**src/rtl/seq_catch_sched.sv**
```systemverilog
// seq_catch_sched: time-shares one "101" sequence catcher among N_CH
// candidate signals. Each channel is routed to the catcher, armed, and
// watched for up to WIN_LEN enabled cycles. The result goes into hit_vec,
// and a saturating match counter is kept across passes.
// Optional build macro: SEQ_SCHED_CONTINUOUS_EN. When it is defined, start
// held high in DONE rolls straight into the next pass.
module seq_catch_sched #(
    parameter int N_CH    = 3,
    parameter int WIN_LEN = 16,
    parameter int CNT_W   = 8
) (
    input  logic                    clk,
    input  logic                    rst,
    input  logic                    start,
    input  logic                    en,
    input  logic [N_CH-1:0]         ch_sig,
    input  logic                    cat_match,
    output logic                    cat_start,
    output logic                    cat_en,
    output logic                    cat_tracked,
    output logic [$clog2(N_CH)-1:0] sel,
    output logic [N_CH-1:0]         hit_vec,
    output logic [CNT_W-1:0]        match_cnt,
    output logic                    busy,
    output logic                    done
);

    localparam int SEL_W = $clog2(N_CH);
    localparam int TMR_W = 8;
    localparam logic [TMR_W-1:0] TMR_LAST = TMR_W'(WIN_LEN - 1);
    localparam logic [SEL_W-1:0] SEL_LAST = SEL_W'(N_CH - 1);

    typedef enum logic [2:0] {
        S_IDLE  = 3'd0,
        S_ARM   = 3'd1,
        S_WATCH = 3'd2,
        S_NEXT  = 3'd3,
        S_DONE  = 3'd4
    } state_e;

    state_e            state_q;
    logic [SEL_W-1:0]  sel_q;
    logic [N_CH-1:0]   hit_q;
    logic [CNT_W-1:0]  cnt_q;
    logic [TMR_W-1:0]  tmr_q;

    logic [N_CH-1:0]   sel_onehot_d;
    logic [CNT_W-1:0]  cnt_d;

    // Saturating increment: the counter sticks once it reaches all-ones.
    function automatic logic [CNT_W-1:0] sat_inc(input logic [CNT_W-1:0] v);
        if (&v) begin
            return v;
        end else begin
            return v + CNT_W'(1);
        end
    endfunction

    // Compute the hit bit for the routed channel and the next match count.
    always_comb begin
        sel_onehot_d = N_CH'(1) << sel_q;
        cnt_d        = sat_inc(cnt_q);
    end

    // Scheduler FSM. en low freezes every register. Reset overrides both en and start.
    always_ff @(posedge clk) begin
        if (!rst) begin
            state_q <= S_IDLE;
            sel_q   <= '0;
            hit_q   <= '0;
            cnt_q   <= '0;
            tmr_q   <= '0;
        end else if (en) begin
            case (state_q)
                S_IDLE: begin
                    if (start) begin
                        state_q <= S_ARM;
                        sel_q   <= '0;
                        hit_q   <= '0;
                        tmr_q   <= '0;
                    end else begin
                        state_q <= S_IDLE;
                    end
                end
                S_ARM: begin
                    state_q <= S_WATCH;
                    tmr_q   <= '0;
                end
                S_WATCH: begin
                    tmr_q <= tmr_q + TMR_W'(1);
                    if (cat_match) begin
                        // Early exit. A match on the last window cycle still counts.
                        hit_q   <= hit_q | sel_onehot_d;
                        cnt_q   <= cnt_d;
                        state_q <= S_NEXT;
                    end else if (tmr_q == TMR_LAST) begin
                        state_q <= S_NEXT;
                    end else begin
                        state_q <= S_WATCH;
                    end
                end
                S_NEXT: begin
                    // The catcher is disabled in this state so its history flushes before the next channel.
                    if (sel_q == SEL_LAST) begin
                        state_q <= S_DONE;
                    end else begin
                        sel_q   <= sel_q + SEL_W'(1);
                        state_q <= S_ARM;
                    end
                end
                S_DONE: begin
`ifdef SEQ_SCHED_CONTINUOUS_EN
                    if (start) begin
                        state_q <= S_ARM;
                        sel_q   <= '0;
                        hit_q   <= '0;
                        tmr_q   <= '0;
                    end else begin
                        state_q <= S_IDLE;
                    end
`else
                    state_q <= S_IDLE;
`endif
                end
                default: begin
                    state_q <= S_IDLE;
                end
            endcase
        end else begin
            state_q <= state_q;
        end
    end

    // Outputs are decoded from registered state. The strobes are gated by en so a freeze silences them.
    assign cat_start   = en & (state_q == S_ARM);
    assign cat_en      = en & ((state_q == S_ARM) | (state_q == S_WATCH));
    assign done        = en & (state_q == S_DONE);
    assign busy        = (state_q != S_IDLE);
    assign sel         = sel_q;
    assign hit_vec     = hit_q;
    assign match_cnt   = cnt_q;
    assign cat_tracked = ch_sig[sel_q];

endmodule

```
**config.mk**
```make
export PLATFORM = sky130hd
export DESIGN_NAME = seq_catch_sched
export DESIGN_NICKNAME = d
export VERILOG_FILES = /design/src/rtl/seq_catch_sched.sv
export SDC_FILE = /design/constraint.sdc
export NUM_CORES = 1
export LEC_CHECK = 0
export CAP_MARGIN = 40
export CELL_PAD_IN_SITES_DETAIL_PLACEMENT = 1
export CELL_PAD_IN_SITES_GLOBAL_PLACEMENT = 1
export CORE_MARGIN = 2
export CORE_UTILIZATION = 40
export CTS_CLUSTER_DIAMETER = 120
export DETAILED_ROUTE_END_ITERATION = 10
export HOLD_SLACK_MARGIN = 0.06
export PLACE_DENSITY = 0.93
export RECOVER_POWER = 25
export SYNTH_ARGS = -nofsm -noshare
export SYNTH_HDL_FRONTEND = slang
export SYNTH_SLANG_ARGS = --single-unit
```
**constraint.sdc**
```tcl
create_clock -name clk -period 3.24 [get_ports clk]
set_clock_uncertainty 0.15 [all_clocks]
set_input_delay 0.486 -clock clk [delete_from_list [all_inputs] [get_ports clk]]
set_output_delay 0.486 -clock clk [all_outputs]
set_load 0.02 [all_outputs]
```
* Yosys cells after proc, flatten, opt, wreduce, memory -nomap -nowiden
Index checks and enable logic that the tools add are counted.
Widths: inputs -> output; s select.
** Storage, ports and cells
- Register bits :: 24
- Bits in latches :: 0
- Bits in writable memories :: 0
- Memory bits (read-only) :: 0
- Input bits :: 8
- Output and inout port bits :: 18
- Logic and storage cells :: 50
- Memories kept :: 0
** Operators by class
- Add/subtract/negate cells :: 3
- $mul :: 0
- Div/mod/pow operators :: 0
- Magnitude comparators :: 1
- Equality and inequality tests :: 9
- Shift-type cells :: 1
- Mux-type cells :: 15
- Bitwise gates (word level) :: 6
- Reduce and logical (&&, ||, !) cells :: 10
** Operator list (number)
- $pmux 8 s3 :: 1
- $add 8x1->8 const B :: 2
- $pmux 3 s4 :: 1
- $reduce_and 4->1 :: 3
- $mux 3 :: 3
- $eq 8x4->1 const B :: 1
- $mux 8 :: 1
- $reduce_and 8->1 :: 1
- $eq 3x2->1 const B :: 2
- $ne 2x2->1 const B :: 3
- $pmux 3 s2 :: 1
- $reduce_bool 3->1 :: 2
- $mux 1 :: 4
- $mux 2 :: 2
- $pmux 2 s2 :: 1
- $reduce_bool 2->1 :: 2
- $and 1x1->1 :: 3
- $eq 3x1->1 const B :: 1
- $eq 3x3->1 const B :: 1
- $logic_not 3->1 :: 1
- $lt 2x3->1 const B :: 1
- $or 3x3->3 :: 1
- $reduce_and 3->1 :: 1
- $shl 1x2->3 const A :: 1
- 5 further kinds :: 5

* Logic depth before layout (Yosys ltp)
- Depth after elaboration :: 4
- Gate-level depth with buffers :: 6
- Depth with buffers taken out :: 6

* Worst setup path before layout
No wires, ideal clock.
- Path type :: input-to-output
- From :: input en
- To :: output done
- Arrival :: 1292 ps
- Data required time :: 2604 ps
- Path slack :: 1312 ps
- Stages :: 2
- Path buffers :: 0
- Cells stage by stage :: or2b_1 nor3b_1
** On the way
- Word-level cells in the longest chain between the ends :: 1
** RTL lines
- from (decl) :: line 15 : input logic en,
- $and 1x1->1 :: line 137 : assign done = en & (state_q == S_DONE);
- to (decl) :: line 25 : output logic done
No other way between the ends.

* Final worst setup path
- From :: input en
- To :: output cat_start
** On the way
- Word-level cells in the longest chain between the ends :: 1
** RTL lines
- $and 1x1->1 :: line 135 : assign cat_start = en & (state_q == S_ARM);
- to (decl) :: line 18 : output logic cat_start,
No other way between the ends.

==> impl_metrics.ini <==
[sta]
setup_viol = 0
final.min_clock_period_ns = 3.06
relSlewSlack_pct = 54.0
slew_viol_final = 0
final_hold_viol_count = 0
tns_ns = 0
worst_pin_slew_ns = 0.685
rsz0062_at_grt = false
whs_ns = 0.359
fin_crit_sh_pct = 94.6
clock.fmax_mhz = 326

[pwr]
pwr-share-clk_pct = 30.2
comb_power_share_pct = 12.0
p_leak_uw = 0.000605
switching_share_pct = 25.1
peakVddDrop_mv = 0.193
power_density_mw_per_mm2 = 327
pwr-share-seq_pct = 57.8
power.internal_uw = 395
p_switching_uw = 132

[worst_setup_path]
crit_fanout = 8
timing.critical_path.to = cat_start
r2r-end = match_cnt[6]
critPathKind = input pin to output pin
crit_start = en
slowest_stage = dlygate4sd3_1
arrival_ns = 2.43
worstPathCellList = dlygate4sd3_1, or2b_1, nor2_1, nand2_1, inv_1, clkdlybuf4s50_1
required_ns = 2.60
r2r_slack_ns = 0.83
slowest_delay_ns = 0.66
reg2reg_from = state_q[1]
start_kind = input pin
end_kind = output pin
reg2regPathDepth = 5

[synthesis]
syn_area_mm2 = 0.00129
synth-edff-count = 0
synth.distinct_cells = 42
synth_flop_cell = dfxtp_1
syn_inst = 150
ys_async_sr_fraction_pct = 0
ys_ff_latch = 24
syn-num-nets = 163
yosysTopAreaCell = dfxtp_1
synth_top_area_share_pct = 37.2
syn_avg_cell_area_um2 = 8.62
synth_area_leaders = dfxtp_1 (37%), nor2_1 (5.2%), ha_1 (4.8%)
ys_seq_area_share_pct = 37.2
yosys_warnings = 0

[floorplanning]
die_h_um = 60.8
initial_core_util_pct = 42.3
dieWidth_um = 60.8
core_mm2 = 0.00305
num_rows = 20
die_area_mm2 = 0.00370
pin_count = 26

[clock_network]
clk_pin_slew_ns = 0.13
insertion_delay_ns = 0.32
cts.sinks = 24
clock_path_buffers = 2
post_cts_buffers = 0
numCtsBuffers = 3
htreeDepth = 1
cts_tree = done
post_cts_resized = 0
cts_hold_buf = 0
cts_root_buffer = clkbuf_4

[grt]
grt_max_degree = 17
antenna_found_initial = 0
grt_pass1_vias = 1242
grt_pass1_wl_um = 5710
grt_overflow = 0
track_usage_pct = 20.6

[place]
port_buffers = 25
place_area_mm2 = 0.00158
place_congestion = 0.746
dpl.hpwl_um = 2570

[cells_and_area]
nets = 189
areaGrowthSynthToFinish_pct = 24.5
regArea_um2 = 480
fin_area_mm2 = 0.00161
drive_above_1_share_pct = 4.00
multiInputGateArea_um2 = 761
n_antenna_cell = 0
final_util_pct = 52.7
nFillCells = 370

[detailed_routing]
vias_per_cell = 5.63
firstDrtPassIters = 3
wl_per_cell_um = 15.4
wirelength_um = 3380
ant_nets = 0
vias = 1233
drtIter0Drc = 33
drc = 0

[job]
drv_cap = 0

[outcome]
status = finished, final reports clean

[min_path]
hold_path_class = flip-flop to flip-flop
[stage by stage]
stage | cells | total power, uW | worst slack, ns
floorplan | 150 | 345 | 1.31
global placement | 215 | 371 | 0.331
detailed placement | 215 | 374 | 0.280
CTS | 219 | 533 | 0.238
global route | 219 | 555 | 0.0911
finish | 219 | 527 | 0.175
[kinds of logic (layout without fill, tap and decap cells)]
| kind of cell | count (synthesis) | count (layout) | share of synthesized area [%] |
|---|---|---|---|
| AO/OA/AOI/OAI | 32 | 32 | 17.5 |
| flip-flops | 24 | 24 | 37.2 |
| multiplexers | 5 | 5 | 3.87 |
| adder cells (fa/ha/maj) | 5 | 5 | 4.84 |
| XOR/XNOR | 6 | 6 | 4.07 |
| buffers and inverters | 11 | 36 | 3.58 |
| AND/OR/NAND/NOR | 67 | 67 | 28.9 |
[critical path, delay by kind of cell]
kind	cells	cell delay, ns
buffers and inverters	3	1.36
AND/OR/NAND/NOR	3	0.57
[per-layer routing]
layer / GRT usage [%] / part of all wire [%]
met5: 0 / 0
met3: 4.48 / 3.3
met1: 24.5 / 43
met2: 37.2 / 52
met4: 5.59 / 1.5
[power by group through the flow]
stage | logic, uW | clock network, uW | registers, uW
finish | 63.2 | 159 | 304
global route | 68.3 | 181 | 305
CTS | 64.8 | 164 | 304
detailed placement | 63.4 | 0 | 311
global placement | 60.4 | 0 | 310
floorplan | 36.7 | 0 | 308
[sequential cells by signal, indices dropped and copies added (netlist names)]
signal     cells
state_q        3
tmr_q          8
hit_vec        3
match_cnt      8
sel            2
[cell usage in the layout (no fill, tap or decap), drive strengths merged, types with 2 or more instances in the layout]
cell type / instances
a21oi: 9
and2b: 2
and3: 3
and3b: 2
clkbuf: 5
clkdlybuf4s50: 23
dfxtp: 24
dlygate4sd3: 2
ha: 5
inv: 6
mux2i: 5
nand2: 10
nand3: 4
nand3b: 2
nand4: 6
nor2: 18
nor2b: 3
nor3: 3
nor3b: 2
o211ai: 4
o21ai: 6
o31ai: 4
or2b: 2
or3: 4
or4: 3
xor2: 6
[worst min path at each step]
| stage | start | endpoint | slack [ns] | cells past startpoint |
|---|---|---|---|---|
| 2_1_floorplan | tmr_q[7] | tmr_q[7] | 0.31 | 2 |
| 3_3_place_gp | hit_vec[1] | hit_vec[1] | 0.30 | 2 |
| 3_5_place_dp | hit_vec[2] | hit_vec[2] | 0.33 | 2 |
| 4_1_cts | hit_vec[2] | hit_vec[2] | 0.36 | 2 |
| 5_1_grt | hit_vec[2] | hit_vec[2] | 0.38 | 2 |
| 6_report | tmr_q[7] | tmr_q[7] | 0.36 | 2 |
[cell type report]
class	count	area share [%]
inverters	6	1.40
multi-input cells	115	47.3
clock buffers	4	2.26
well taps	44	3.42
flip-flops and latches	24	29.9
repair buffers	26	15.8
[synth_stat cells, types with 2 or more instances]
| cell | instances |
|---|---|
| dfxtp_1 | 24 |
| nor2_1 | 18 |
| a21oi_1 | 9 |
| nand2_1 | 9 |
| inv_1 | 6 |
| nand4_1 | 6 |
| o21ai_0 | 6 |
| xor2_1 | 6 |
| ha_1 | 5 |
| mux2i_1 | 5 |
| nand3_1 | 4 |
| or3_1 | 4 |
| and3_1 | 3 |
| clkbuf_1 | 3 |
| nor2b_1 | 3 |
| nor3_1 | 3 |
| o211ai_1 | 3 |
| o31ai_1 | 3 |
| or4_1 | 3 |
| and3b_1 | 2 |
| nand3b_1 | 2 |
| nor3b_1 | 2 |
| or2b_1 | 2 |
No activity file was read; power rests on OpenSTA's default activity.
